<file path="config.mk">
export PLATFORM = sky130hd
export DESIGN_NAME = regfile_read_arbiter
export DESIGN_NICKNAME = d
export VERILOG_FILES = /design/src/rtl/regfile_read_arbiter.sv
export SDC_FILE = /design/constraint.sdc
export NUM_CORES = 1
export LEC_CHECK = 0
export ABC_CLOCK_PERIOD_IN_PS = 8000
export CORE_MARGIN = 5
export CORE_UTILIZATION = 45
export DETAILED_ROUTE_END_ITERATION = 10
export PLACE_DENSITY_LB_ADDON = 0.12
export SLEW_MARGIN = 25
export SYNTH_ARGS = -nofsm -noshare
export SYNTH_HDL_FRONTEND = slang
export SYNTH_SLANG_ARGS = --single-unit
export TNS_END_PERCENT = 5
</file>
<file path="constraint.sdc">
create_clock -name clk -period 8 [get_ports clk]
set_input_delay 1.6 -clock clk [delete_from_list [all_inputs] [get_ports clk]]
set_output_delay 1.6 -clock clk [all_outputs]
set_load 0.01 [all_outputs]
</file>
<file path="src/rtl/regfile_read_arbiter.sv">
// Two-lane operand-read arbiter for the 2R/1W architectural register file.
// Round-robin grant on over-subscription, write bypass, flush and saturating conflict counter.
module regfile_read_arbiter #(
    parameter int unsigned DATA_W = 16,
    parameter int unsigned NREG   = 8,
    parameter int unsigned ADDR_W = 3,
    parameter int unsigned CNT_W  = 16
) (
    input  logic              clk,
    input  logic              reset,
    input  logic              flush,
    input  logic              req_valid0,
    input  logic              req_valid1,
    output logic              req_ready0,
    output logic              req_ready1,
    input  logic [ADDR_W-1:0] rs1_0,
    input  logic [ADDR_W-1:0] rs1_1,
    input  logic [ADDR_W-1:0] rs2_0,
    input  logic [ADDR_W-1:0] rs2_1,
    input  logic              use_rs2_0,
    input  logic              use_rs2_1,
    output logic              rsp_valid0,
    output logic              rsp_valid1,
    output logic [DATA_W-1:0] rsp_op1_0,
    output logic [DATA_W-1:0] rsp_op1_1,
    output logic [DATA_W-1:0] rsp_op2_0,
    output logic [DATA_W-1:0] rsp_op2_1,
    input  logic              wr_en,
    input  logic [ADDR_W-1:0] wr_addr,
    input  logic [DATA_W-1:0] wr_data,
    output logic              prio,
    output logic [CNT_W-1:0]  conflict_cnt
);

    logic [DATA_W-1:0]            regs_q [NREG];
    logic [1:0]                   demand0_c;
    logic [1:0]                   demand1_c;
    logic [2:0]                   demand_c;
    logic                         open_c;
    logic                         over_c;
    logic                         conflict_c;
    logic                         accept0_c;
    logic                         accept1_c;
    logic                         lane1_base_c;
    logic [1:0][ADDR_W-1:0]       port_addr_c;
    logic [1:0][DATA_W-1:0]       port_data_c;
    logic [DATA_W-1:0]            op1_0_c;
    logic [DATA_W-1:0]            op2_0_c;
    logic [DATA_W-1:0]            op1_1_c;
    logic [DATA_W-1:0]            op2_1_c;

    // Demand and grant: the priority lane wins when more than two reads are requested.
    always_comb begin
        demand0_c  = req_valid0 ? (use_rs2_0 ? 2'd2 : 2'd1) : 2'd0;
        demand1_c  = req_valid1 ? (use_rs2_1 ? 2'd2 : 2'd1) : 2'd0;
        demand_c   = 3'(demand0_c) + 3'(demand1_c);
        open_c     = ~reset & ~flush;
        over_c     = demand_c > 3'd2;
        conflict_c = open_c & over_c;
        req_ready0 = open_c & (~over_c | ~prio);
        req_ready1 = open_c & (~over_c | prio);
        accept0_c  = req_valid0 & req_ready0;
        accept1_c  = req_valid1 & req_ready1;
    end

    // Fill the physical read ports: lane 0 first, then lane 1; rs1 before rs2.
    always_comb begin
        port_addr_c  = '0;
        lane1_base_c = accept0_c;
        if (accept0_c) begin
            port_addr_c[0] = rs1_0;
            port_addr_c[1] = rs2_0;
        end
        if (accept1_c) begin
            if (lane1_base_c) begin
                port_addr_c[1] = rs1_1;
            end else begin
                port_addr_c[0] = rs1_1;
                port_addr_c[1] = rs2_1;
            end
        end
        for (int p = 0; p < 2; p++) begin
            port_data_c[p] = (wr_en && (wr_addr == port_addr_c[p])) ? wr_data
                                                                      : regs_q[port_addr_c[p]];
        end
        // Both lanes accepted implies lane 0 used exactly one port, so lane 1 never needs rs2 then.
        op1_0_c = port_data_c[0];
        op2_0_c = use_rs2_0 ? port_data_c[1] : '0;
        op1_1_c = lane1_base_c ? port_data_c[1] : port_data_c[0];
        op2_1_c = use_rs2_1 ? port_data_c[1] : '0;
    end

    always_ff @(posedge clk) begin
        if (reset) begin
            for (int i = 0; i < int'(NREG); i++) begin
                regs_q[i] <= '0;
            end
            prio         <= 1'b0;
            conflict_cnt <= '0;
            rsp_valid0   <= 1'b0;
            rsp_valid1   <= 1'b0;
            rsp_op1_0    <= '0;
            rsp_op2_0    <= '0;
            rsp_op1_1    <= '0;
            rsp_op2_1    <= '0;
        end else begin
            if (wr_en) begin
                regs_q[wr_addr] <= wr_data;
            end
            rsp_valid0 <= accept0_c;
            rsp_valid1 <= accept1_c;
            if (accept0_c) begin
                rsp_op1_0 <= op1_0_c;
                rsp_op2_0 <= op2_0_c;
            end
            if (accept1_c) begin
                rsp_op1_1 <= op1_1_c;
                rsp_op2_1 <= op2_1_c;
            end
            // Blocked lane takes priority next; counter sticks at all-ones.
            if (conflict_c) begin
                prio <= ~prio;
                if (conflict_cnt != '1) begin
                    conflict_cnt <= conflict_cnt + CNT_W'(1);
                end
            end
        end
    end

endmodule

</file>
Yosys cells after proc, flatten, opt, wreduce, memory -nomap -nowiden
Memory sizes are Yosys's and may differ from the RTL's.
Cells that the tools add are included.
{"block": "word_totals", "in_bits": 39, "output_inout_bits": 85, "wordCells": 52, "ram_bits": 128, "regBits": 83, "memories": 1}
{"block": "op_classes", "order_cmp": 1, "bitwise": 12, "n_eq_ne": 3, "addsub": 2, "reduce_logical": 4, "n_mux": 21}
{"name": "regs_q", "words": 8, "width": 16, "read_ports": 2, "rd_clocked_by_memory_dff": 0, "write_ports": 8, "line": "35", "rtl": "logic [DATA_W-1:0] regs_q [NREG];"}
{"op": "16-bit two-way mux", "count": 6}
{"op": "16-bit by 1-bit adder with 16-bit output (second input constant)", "count": 1}
{"op": "16-bit != test (second input constant)", "count": 1}
{"op": "16-bit OR reduction", "count": 1}
{"op": "6-bit two-way mux", "count": 2}
{"op": "3-bit two-way mux", "count": 3}
{"op": "2-bit two-way mux", "count": 4}
{"op": "1-bit AND", "count": 6}
{"op": "3-bit == test", "count": 2}
{"op": "1-bit two-way mux", "count": 6}
{"op": "1-bit inverter", "count": 4}
{"op": "2-bit by 2-bit adder with 3-bit output", "count": 1}
{"op": "3-bit by 2-bit > comparator with 1-bit output (second input constant)", "count": 1}
{"op": "1-bit logical AND", "count": 2}
{"op": "1-bit bitwise OR", "count": 2}
{"op": "2-bit AND reduction", "count": 1}

Longest topological paths before layout
{"block": "logic_depth", "word_depth": 15, "depth_mapped": 18, "depth_no_buf": 14}

Worst setup path after synthesis
No wires, ideal clock.
{"block": "synth_path", "path_kind": "input to register", "start": "in req_valid1", "end": "reg rsp_op1_1[12]", "path_buffers": 4, "stages": 18, "path_slack_ns": 3.183, "t_arrival_ns": 4.689, "setup_time_ns": 0.128, "required_ns": 7.872, "cell_sequence": "inv_1 nor2_1 ha_1 fa_1 a21oi_4 o21ai_4 buf_6 inv_4 and3_1 buf_6 nor2_4 buf_6 buf_6 mux2_2 a2111oi_2 mux2i_2 a21oi_1 o21ai_1"}
{"block": "synth_between", "elab_chain_len": 14, "word_cells_on_any_way": 22, "cone_classes": "1 x add/sub; 1 x order compare; 2 x eq/ne; 8 x mux; 7 x bitwise; 2 x reduce/logical; 1 x memory"}
{"item": "from (decl)", "line": "13", "rtl": "input logic req_valid1,"}
{"item": "branches (longest 14 deep; another with memory read 8 x 16 bit)"}
{"item": "to (signal assigned)", "line": "117", "rtl": "rsp_op1_1 <= op1_1_c;"}
{"item": "to (decl)", "line": "25", "rtl": "output logic [DATA_W-1:0] rsp_op1_1,"}
Several ways; the timed one is not identified.
A chain may end at the register's enable or synchronous reset.

Final worst setup path
{"block": "layout_path", "start": "in use_rs2_1", "end": "reg rsp_op1_1[3]"}
{"block": "layout_between", "elab_chain_len": 15, "word_cells_on_any_way": 23, "cone_classes": "1 x add/sub; 1 x order compare; 2 x eq/ne; 9 x mux; 7 x bitwise; 2 x reduce/logical; 1 x memory"}
{"item": "from (decl)", "line": "21", "rtl": "input logic use_rs2_1,"}
{"item": "2-bit two-way mux (*) (2 in series)", "line": "55", "rtl": "demand1_c = req_valid1 ? (use_rs2_1 ? 2'd2 : 2'd1) : 2'd0;"}
{"item": "2-bit by 2-bit adder with 3-bit output (*)", "line": "56", "rtl": "demand_c = 3'(demand0_c) + 3'(demand1_c);"}
{"item": "3-bit by 2-bit > comparator with 1-bit output (*)", "line": "58", "rtl": "over_c = demand_c > 3'd2;"}
{"item": "1-bit inverter (*)", "line": "60, 61"}
{"item": "branches (longest 10 deep; another with memory read 8 x 16 bit)"}
Mark *: on every way between the ends.

==> impl_metrics.tcl <==
set metrics [dict create \
    antenna_found_initial 0 \
    num_rows 57 \
    dr.first_iter.drc_count 1008 \
    hpwl_um 23800 \
    via_per_inst 6.32 \
    drc 0 \
    synthCells 1112 \
    drv_cap 0 \
    dr_wl_met2_um 17700 \
    setup-tns-final_ns 0 \
    fin_crit_sh_pct 78.5 \
    synth_cell_types 64 \
    crit_path_max_fanout 42 \
    wl_met1_um 14700 \
    highest_layer "met4" \
    slew_viol_final 0 \
    place.gp.congestion 0.896 \
    postCtsResizedCells 0 \
    clockBufferDepth 3 \
    ir_drop_uv 185 \
    grt_pass1_vias 9208 \
    start_kind "primary input" \
    gr-total-overflow 0 \
    syn2layout_area_growth_pct 19.8 \
    ys_seq_area_share_pct 49.7 \
    fin_area_mm2 0.0133 \
    routed_wl_um 37400 \
    grt_max_degree 65 \
    numCtsBuffers 25 \
    outcome "finished clean" \
    ioPinCount 124 \
    netlist_area_mm2 0.0111 \
    die_area_mm2 0.0278 \
    yosysMostFrequentCell "edfxtp_1" \
    n_antenna_cell 0 \
    post_cts_buffers 0 \
    syn_nets 1154 \
    portBuffers 123 \
    placed_area_mm2 0.0125 \
    grt_pass1_wl_um 56000 \
    grt_usage_pct 25.7 \
    cts_sinks 211 \
    initial_core_util_pct 45.7 \
    synth.avg_cell_area_um2 9.96 \
    met3WireLength_um 3220 \
    pre_cts_slack_ns 1.13 \
    p_per_area_mw_per_mm2 203 \
    hp-class "flop to flop" \
    tightest_slew_ns 1.09 \
    holdBufCountCts 0 \
    wire_per_inst_um 24.5 \
    ys_ff_latch 211 \
    die_w_um 167 \
    final_util_pct 54.7 \
    timing.fmax_mhz 159 \
    h-tree-depth 1 \
    fp.dieH_um 167 \
    root_buffer "clkbuf_16" \
    yosysTopAreaCell "edfxtp_1" \
    synthTopCellsByCount "edfxtp_1, dfxtp_1, nor2_1, a21oi_1, clkbuf_1" \
    slew_headroom_pct 26.5 \
    yosys_warnings 0 \
    p_leak_nw 4.51 \
    synth_edf_count 128 \
    drtPass1Iterations 6 \
    grt_setup_unrepaired "false" \
    end_kind "flop" \
    drive_gt1_share_pct 9.05 \
    async_reset_ff_share_pct 0 \
    setup_ws_ns 1.72 \
    postRouteAntennaNets 0 \
    synth_top_area_share_pct 34.7 \
    via_count 9657 \
    fin_worst_skew_ns 0.0242 \
    clk-insertion-delay-late_ns 0.53 \
    ys.flop_type "edfxtp_1" \
    fp.coreArea_mm2 0.0242 \
    synth_area_leaders "edfxtp_1, dfxtp_1, mux2i_1" \
    period_needed_ns 6.28 \
    cts_tree "yes" \
    cp.required_ns 8.38 \
    nets 1232 \
    setup_viol 0 \
    crit_type "primary input to flop" \
    timing.hold.ws_ns 0.455 \
    hold_viol_final 0 \
    cp_data_arrival_time_ns 6.66 \
    clk_pin_slew_worst_paths_ns 0.06 \
]
==> path summary, 6_finish.rpt <==
kind	startpoint	to	slack [ns]	depth (start not counted)
worst min register to register	rsp_op1_0[15]$_SDFFE_PP0P_	rsp_op1_0[15]$_SDFFE_PP0P_	0.45	2
worst max register to register	prio$_SDFFE_PP0P_	rsp_op1_1[1]$_SDFFE_PP0N_	3.91	10
worst min-delay path	rsp_op1_0[15]$_SDFFE_PP0P_	rsp_op1_0[15]$_SDFFE_PP0P_	0.45	2
worst max-delay path	use_rs2_1	rsp_op1_1[3]$_SDFFE_PP0N_	1.72	15
==> kinds of logic after synthesis <==
logic type	after synthesis	share of synthesized area, %
XOR/XNOR	19	1.50
AND/OR/NAND/NOR	416	20.2
adder cells (fa/ha/maj)	3	0.407
AO/OA/AOI/OAI	245	13.9
flip-flops	211	49.7
buffers and inverters	117	4.46
multiplexers	101	9.80
==> cell type report <==
class | instances | area [um^2]
Inverter | 20 | 77.6
Tap cell | 324 | 405
Fill cell | 2207 | 11000
Clock inverter | 9 | 77.6
Multi-Input combinational cell | 784 | 5120
Sequential cell | 211 | 5510
Clock buffer | 32 | 662
Timing Repair Buffer | 148 | 1420
==> cells in the final DEF, fill, tap and decap left out, drive strengths merged, types with 5 or more instances in the layout <==
master | Yosys | final
mux2i | 82 | 82
clkinv | 0 | 6
and2 | 59 | 59
xor2 | 12 | 12
a22oi | 28 | 28
nand3b | 21 | 21
o211ai | 5 | 5
o21ai | 70 | 70
nor4 | 64 | 64
nand3 | 61 | 61
clkbuf | 74 | 32
a2111oi | 15 | 15
inv | 20 | 21
nor2 | 84 | 84
mux2 | 19 | 19
buf | 23 | 26
nand2 | 24 | 24
a21oi | 81 | 81
and3 | 5 | 5
edfxtp | 128 | 128
clkdlybuf4s50 | 0 | 122
dfxtp | 83 | 83
or3 | 5 | 5
or2 | 11 | 11
nor3 | 70 | 70
xnor2 | 7 | 7
o22ai | 31 | 31
==> registers in the layout, summed over array words and instances, names as in the netlist <==
name	flops
rsp_valid0	1
regs_q	128
prio	1
rsp_valid1	1
conflict_cnt	16
rsp_op1_1	16
rsp_op1_0	16
rsp_op2_1	16
rsp_op2_0	16
==> per-layer routing <==
| metal | vias to the layer above | GRT usage [%] |
|---|---|---|
| li1 | 4323 | - |
| met1 | 4722 | 33.8 |
| met2 | 507 | 41.9 |
| met3 | 105 | 4.20 |
| met4 | 0 | 11.3 |
| met5 | - | 0 |
==> report_power, final <==
| group | internal (mW) | switching (mW) | total (mW) | leakage, nW |
|---|---|---|---|---|
| Sequential | 1.21 | 0.0329 | 1.24 | 1.90 |
| Clock | 0.612 | 0.450 | 1.06 | 0.364 |
| Combinational | 0.142 | 0.248 | 0.389 | 2.25 |
==> per-stage QoR <==
step                      total power, mW  instances
after global routing                 2.79       1528
final                                2.70       1528
after detailed placement             1.65       1487
after floorplan                      1.48       1112
after CTS                            2.70       1528
after global placement               1.64       1487
==> worst max-delay path, stage by stage <==
cell and delay (ns):
clkdlybuf4s50_1 0.69, nor2_1 0.08, ha_1 0.23, fa_1 0.54
a21oi_4 0.31, o21ai_4 0.16, inv_4 0.35, nor3_1 0.10
o31ai_2 0.83, buf_4 0.37, a21oi_1 0.07, a2111oi_1 0.76
mux2i_1 0.28, a21oi_1 0.21, o21ai_1 0.07
Power figures use the tool's default switching activity.
